`config.mk`:
```
export PLATFORM = sky130hd
export DESIGN_NAME = pbit_array_core
export DESIGN_NICKNAME = d
export VERILOG_FILES = /design/src/rtl/pbit_pkg.sv /design/src/rtl/pbit_lfsr.sv /design/src/rtl/pbit_array_core.sv
export SDC_FILE = /design/constraint.sdc
export NUM_CORES = 2
export LEC_CHECK = 0
export ABC_CLOCK_PERIOD_IN_PS = 14800
export BUFFER_PORTS_ARGS = -buffer_cell sky130_fd_sc_hd__buf_2
export CAP_MARGIN = 10
export CORE_MARGIN = 4
export CORE_UTILIZATION = 60
export DETAILED_ROUTE_END_ITERATION = 7
export GPL_TIMING_DRIVEN = 0
export PLACE_DENSITY = 0.84
export SYNTH_ARGS = -nofsm -noshare
export SYNTH_HDL_FRONTEND = slang
export SYNTH_HIERARCHICAL = 1
export SYNTH_SLANG_ARGS = --single-unit
```
`constraint.sdc`:
```
create_clock -name clk -period 14.8 [get_ports clk]
set_clock_uncertainty 0.05 [all_clocks]
set_input_delay 2.96 -clock clk [delete_from_list [all_inputs] [get_ports clk]]
set_output_delay 2.96 -clock clk [all_outputs]
set_load 0.01 [all_outputs]
```
`src/rtl/pbit_pkg.sv`:
```
// Shared constants and helpers for the p-bit array: LFSR shape, seed mixing,
// field saturation and spin decoding.
package pbit_pkg;

    localparam int unsigned       LFSR_W    = 16;
    localparam logic [LFSR_W-1:0] LFSR_TAPS = 16'hB400;
    localparam logic [LFSR_W-1:0] SEED_MIX  = 16'h1F35;

    // Clamp a signed value into the range of a width-bit two's complement number.
    function automatic int saturate(input int val, input int unsigned width);
        int hi;
        int lo;
        hi = (1 <<< (width - 1)) - 1;
        lo = -(1 <<< (width - 1));
        if (val > hi) return hi;
        if (val < lo) return lo;
        return val;
    endfunction

    function automatic int spin(input logic b);
        return b ? 1 : -1;
    endfunction

endpackage

```
`src/rtl/pbit_lfsr.sv`:
```
// 16-bit Galois LFSR supplying one p-bit's random threshold; free-running after reset.
module pbit_lfsr
    import pbit_pkg::*;
#(
    parameter logic [LFSR_W-1:0] SEED = 16'hACE1
) (
    input  logic              clk,
    input  logic              reset,
    output logic [LFSR_W-1:0] state
);

    // An all-zero state would lock up the LFSR.
    localparam logic [LFSR_W-1:0] INIT = (SEED == '0) ? 16'h0001 : SEED;

    always_ff @(posedge clk) begin
        if (reset) begin
            state <= INIT;
        end else begin
            state <= (state >> 1) ^ (state[0] ? LFSR_TAPS : '0);
        end
    end

endmodule

```
`src/rtl/pbit_array_core.sv`:
```
// Bank of probabilistic bits with per-bit LFSR thresholds and sweep-complete sampling.
// Optional sweep counter output enabled by defining PBIT_SWEEP_CNT_EN.
module pbit_array_core
    import pbit_pkg::*;
#(
    parameter int unsigned N_PBITS    = 5,
    parameter int unsigned W          = 8,
    parameter int unsigned RW         = 8,
    parameter int unsigned BETA_SHIFT = 0,
    parameter logic [15:0] SEED       = 16'hACE1
) (
    input  logic                           clk,
    input  logic                           reset,
    input  logic [N_PBITS-1:0]             update_in,
    input  logic [N_PBITS*N_PBITS*W-1:0]   j_flat,
    input  logic [N_PBITS*W-1:0]           h_flat,
    input  logic [N_PBITS-1:0]             clamp_en,
    input  logic [N_PBITS-1:0]             clamp_val,
    output logic [N_PBITS-1:0]             m_out,
    output logic                           sample_valid,
    output logic [N_PBITS-1:0]             m_sample
`ifdef PBIT_SWEEP_CNT_EN
    ,
    output logic [15:0]                    sweep_cnt
`endif
);

    localparam int unsigned ACC_W = W + $clog2(N_PBITS) + 1;
    localparam logic signed [RW-1:0] SAT_MAX = {1'b0, {(RW - 1){1'b1}}};
    localparam logic signed [RW-1:0] SAT_MIN = {1'b1, {(RW - 1){1'b0}}};

    logic [LFSR_W-1:0]       lfsr_state [N_PBITS];
    logic signed [ACC_W-1:0] acc        [N_PBITS];
    logic signed [RW-1:0]    sat_field  [N_PBITS];
    logic [N_PBITS-1:0]      decision;
    logic [N_PBITS-1:0]      m_next;
    logic [N_PBITS-1:0]      mask;
    logic [N_PBITS-1:0]      mask_next;
    logic                    unused_bits;

    for (genvar i = 0; i < N_PBITS; i++) begin : g_lfsr
        pbit_lfsr #(
            .SEED(SEED ^ LFSR_W'(i * SEED_MIX))
        ) u_lfsr (
            .clk  (clk),
            .reset(reset),
            .state(lfsr_state[i])
        );
    end

    // Fields read registered m_out only, so parallel updates see pre-edge states.
    always_comb begin
        acc       = '{default: '0};
        sat_field = '{default: '0};
        decision  = '0;
        m_next    = m_out;
        for (int i = 0; i < N_PBITS; i++) begin
            acc[i] = ACC_W'($signed(h_flat[i*W +: W]));
            for (int j = 0; j < N_PBITS; j++) begin
                if (j != i) begin
                    acc[i] = acc[i] + ACC_W'($signed(j_flat[(i*N_PBITS+j)*W +: W]))
                                    * ACC_W'(spin(m_out[j]));
                end
            end
            sat_field[i] = RW'(saturate(int'(acc[i]) <<< BETA_SHIFT, RW));
            if (sat_field[i] == SAT_MAX) begin
                decision[i] = 1'b1;
            end else if (sat_field[i] == SAT_MIN) begin
                decision[i] = 1'b0;
            end else begin
                decision[i] = sat_field[i] > $signed(lfsr_state[i][RW-1:0]);
            end
            if (clamp_en[i]) begin
                m_next[i] = clamp_val[i];
            end else if (update_in[i]) begin
                m_next[i] = decision[i];
            end
        end
    end

    assign mask_next = mask | update_in;

    always_ff @(posedge clk) begin
        if (reset) begin
            m_out        <= '0;
            mask         <= '0;
            sample_valid <= 1'b0;
            m_sample     <= '0;
        end else begin
            m_out <= m_next;
            if (&mask_next) begin
                sample_valid <= 1'b1;
                m_sample     <= m_next;
                mask         <= '0;
            end else begin
                sample_valid <= 1'b0;
                mask         <= mask_next;
            end
        end
    end

`ifdef PBIT_SWEEP_CNT_EN
    always_ff @(posedge clk) begin
        if (reset) begin
            sweep_cnt <= '0;
        end else if (&mask_next && sweep_cnt != 16'hFFFF) begin
            sweep_cnt <= sweep_cnt + 16'd1;
        end
    end
`endif

    // Diagonal couplings and upper LFSR bits are intentionally ignored.
    always_comb begin
        unused_bits = 1'b0;
        for (int i = 0; i < N_PBITS; i++) begin
            unused_bits = unused_bits ^ (^j_flat[(i*N_PBITS+i)*W +: W])
                                      ^ (^lfsr_state[i][LFSR_W-1:RW]);
        end
    end

endmodule

```
==> run summary <==
====================================================================================
GRT Residual Overflow                                                              0
Async S/R FF share, synth                                                         0%
Number of global-route vias before repair                                      23900
Largest family of logic cells by synthesized area                        adder cells
Overall global routing resource usage                                          26.5%
EDFF count, synth                                                                  0
Category of the worst setup path capture point                                  flop
Sequential cell area fraction in the yosys report                              6.10%
Core region area                                                         0.0516 mm^2
Number of warnings issued by yosys                                                 6
Post-synth net total                                                            4617
Iteration-0 DRC Markers                                                          881
Compound-cell area share of the yosys netlist                                  4.12%
Type of the worst setup path                                                  in2reg
Initial antenna violation count                                                    7
Floorplan row count                                                               83
Clock insertion delay at the later pin of the skew report                    0.34 ns
Post-synthesis cell area                                                 0.0315 mm^2
Number of cells on the critical path                                              33
Starting Density                                                               61.0%
Total DRC errors in the routed layout                                              0
Worst setup margin                                                           2.78 ns
CTS root buf                                                               clkbuf_16
Post-route fraction of the period consumed by the critical path                81.2%
Last weighted congestion value of the routability-driven placer                0.923
First-pass GRT wire length                                                 118000 um
Library cells used by synthesis                                                   70
Fin util                                                                       65.5%
Synth Flop Type                                                              dfxtp_1
Total of endpoints with negative setup slack in the final report                   0
Top cell family by delay on the critical path                            adder cells
Count of hold buffers inserted by post-cts repair                                  0
Arrival time at the worst endpoint                                          12.17 ns
Sink count of the clock tree                                                      96
Worst Path Required                                                         14.95 ns
Maximum buffer depth of the clock tree                                             2
Post-synthesis sequential element count                                           96
Drt first pass iters                                                               5
Largest fanout on the critical path                                                8
Via-to-Cell Ratio                                                               5.09
Multiplexer area fraction after synthesis                                    0.0318%
Routed Wire Length                                                          70500 um
Clock-pin slew on the worst setup and hold paths                             0.08 ns
Number of nets still failing antenna checks after routing                          0
Detail-routed net length per standard cell                                   17.1 um
Number of setup buffers added after CTS                                            0
Area added between synthesis and finish                                        7.25%
Area share of and/or/nand/nor cells after synthesis                            8.03%
TritonCTS Buffers                                                                  9
Tmin final                                                                  12.02 ns
Vias                                                                           21000
Top-count cell post-synth                                                      inv_1
Depth of the most critical reg-to-reg path                                        31
Die Wd                                                                        237 um
Setup repair after global routing missed its margin                               no
Xor and xnor fraction of the mapped netlist area                               4.13%
Ratio of cells with drive above 1 in the final layout                          8.03%
Internal reg-to-reg setup slack                                              3.57 ns
MaxCap Viol Count                                                                  0
Critical Path Source Type                                                  input pin
FF-to-FF Start                                                          m_out[4]$_SDFF_PP0_
Maximum number of pins on one net before global-route repair                      39
Total I/O pin count                                                              268
Synth Area in Adders                                                           63.6%
Relative slew slack                                                            13.7%
Hold violation total from the final report                                         0
Detailed Place HPWL                                                         64200 um
Height of the die                                                             237 um
Yosys top cell area share                                                      46.1%
Library cell occupying the most area in the post-synthesis netlist              fa_1
Die Footprint                                                            0.0562 mm^2
Most instantiated cells after synthesis                                 inv_1 (1139), fa_1 (726), ha_1 (439), xnor2_1 (125), nand2b_1 (106)
Synthesized instance count                                                      3195
Biggest cell delay along the critical path                                   0.63 ns
Avg Inst Size Synth                                                        9.86 um^2
Number of nets in the layout                                                    4855
Worst Hold Class                                                             reg2reg
Status                                                                  finished clean
Crit-path most repeated cell                                                    fa_1
Highest achievable clock rate                                               83.2 MHz
Post-cts resize count                                                              0
Setup Slack @ Placement                                                      2.52 ns
Biggest area contributors in the synthesized netlist                    fa_1 (46%), ha_1 (17%), inv_1 (14%), dfxtp_1 (6.1%), xnor2_1 (3.5%)
Final number of max-transition violations                                          0
Count of buffers from port buffering                                             227
Transition time at the pin with the least slew margin                        1.28 ns
Filler Cells Inserted                                                           3917
Hold WS                                                                     0.355 ns
Clock tree from TritonCTS                                                      built
End point of the critical path                                          m_sample[0]$_SDFFE_PP0P_
Critical path launch point                                                j_flat[33]
CP max-delay cell                                                            nor2b_1
Worst r2r dst                                                           m_out[2]$_SDFF_PP0_
Count of buffering cells on the critical path with inverters included              8
Final sum of negative setup slack                                               0 ns
Number of H-tree branching levels                                                  3
====================================================================================
registers in the layout (all words and copies together) (netlist names):
name,cells
m_out,5
sample_valid,1
m_sample,5
mask,5
g_lfsr.u_lfsr/state,80
area by class of cell:
cell class,count,area (um^2),share of cell area [%]
plain buffers,31,144,0.426
diodes,5,12.5,0.0370
clock buffers,10,229,0.678
multi-input cells,1929,25200,74.5
well taps,680,851,2.52
repair buffers,227,1140,3.36
clock inverters,6,51.3,0.152
flip-flops and latches,96,1920,5.69
inverters,1139,4280,12.7
metal layers:
metal	wire (um)	part of all wire [%]	vias up	global-route usage (%)
met5	21	0.030	-	0
met3	4380	6.2	155	4.84
li1	-	-	9771	-
met2	34500	49	548	44.8
met4	3130	4.4	4	9.62
met1	28500	40	10500	34.6
through the flow:
| stage | instances | cell area [um^2] |
|---|---|---|
| global route | 4119 | 33800 |
| CTS | 4118 | 33800 |
| global placement | 4102 | 33500 |
| floorplan | 3195 | 31500 |
| finish | 4123 | 33800 |
| detailed placement | 4102 | 33500 |
worst min path at each step:
stage	startpoint	end	slack, ns	depth (start not counted)
global placement	g_lfsr[1].u_lfsr/state[8]$_SDFF_PP1_	g_lfsr[1].u_lfsr/state[7]$_SDFF_PP1_	0.34	1
floorplan	g_lfsr[0].u_lfsr/state[8]$_SDFF_PP0_	g_lfsr[0].u_lfsr/state[7]$_SDFF_PP1_	0.33	1
finish	g_lfsr[2].u_lfsr/state[8]$_SDFF_PP0_	g_lfsr[2].u_lfsr/state[7]$_SDFF_PP1_	0.35	1
global route	g_lfsr[0].u_lfsr/state[12]$_SDFF_PP0_	g_lfsr[0].u_lfsr/state[11]$_SDFF_PP1_	0.36	1
detailed placement	g_lfsr[1].u_lfsr/state[9]$_SDFF_PP1_	g_lfsr[1].u_lfsr/state[8]$_SDFF_PP1_	0.34	1
CTS	g_lfsr[2].u_lfsr/state[8]$_SDFF_PP0_	g_lfsr[2].u_lfsr/state[7]$_SDFF_PP1_	0.35	1
cells by family (layout without fill, tap and decap cells):
logic type,Yosys count,after routing
AO/OA/AOI/OAI,187,187
buffers and inverters,1170,1413
XOR/XNOR,143,143
multiplexers,1,1
adder cells (fa/ha/maj),1165,1165
AND/OR/NAND/NOR,433,433
flip-flops,96,96
other,0,5
worst reg2reg max path: cells and delay by family, from the launching register on:
kind | cells | cell delay (ns)
AND/OR/NAND/NOR | 6 | 1.24
buffers and inverters | 5 | 2.09
XOR/XNOR | 1 | 0.45
flip-flops | 1 | 0.84
AO/OA/AOI/OAI | 9 | 1.93
adder cells (fa/ha/maj) | 10 | 4.56
cells in the final DEF (no fill, tap or decap), types with 5 or more instances in the layout:
master and n:
a211oi_1 6, a21o_1 30, a21oi_1 39, a31oi_1 5, and2_1 23, and2b_1 18
and2b_2 10, buf_2 229, clkbuf_1 23, clkbuf_16 9, dfxtp_1 96, diode_2 5
fa_1 726, ha_1 439, inv_1 1139, nand2_1 23, nand2b_1 106, nand3_1 10
nand4_1 11, nor2_1 74, nor2b_1 62, nor3_1 12, nor4_1 15, o211ai_1 10
o21a_1 19, o21ai_0 31, o21bai_1 7, o22ai_1 6, or2_1 32, or2_2 9
or4_1 5, xnor2_1 125, xor2_1 14
Power is not shown: default switching activity piles up to over one toggle a cycle in this logic, so the estimate is an artifact.
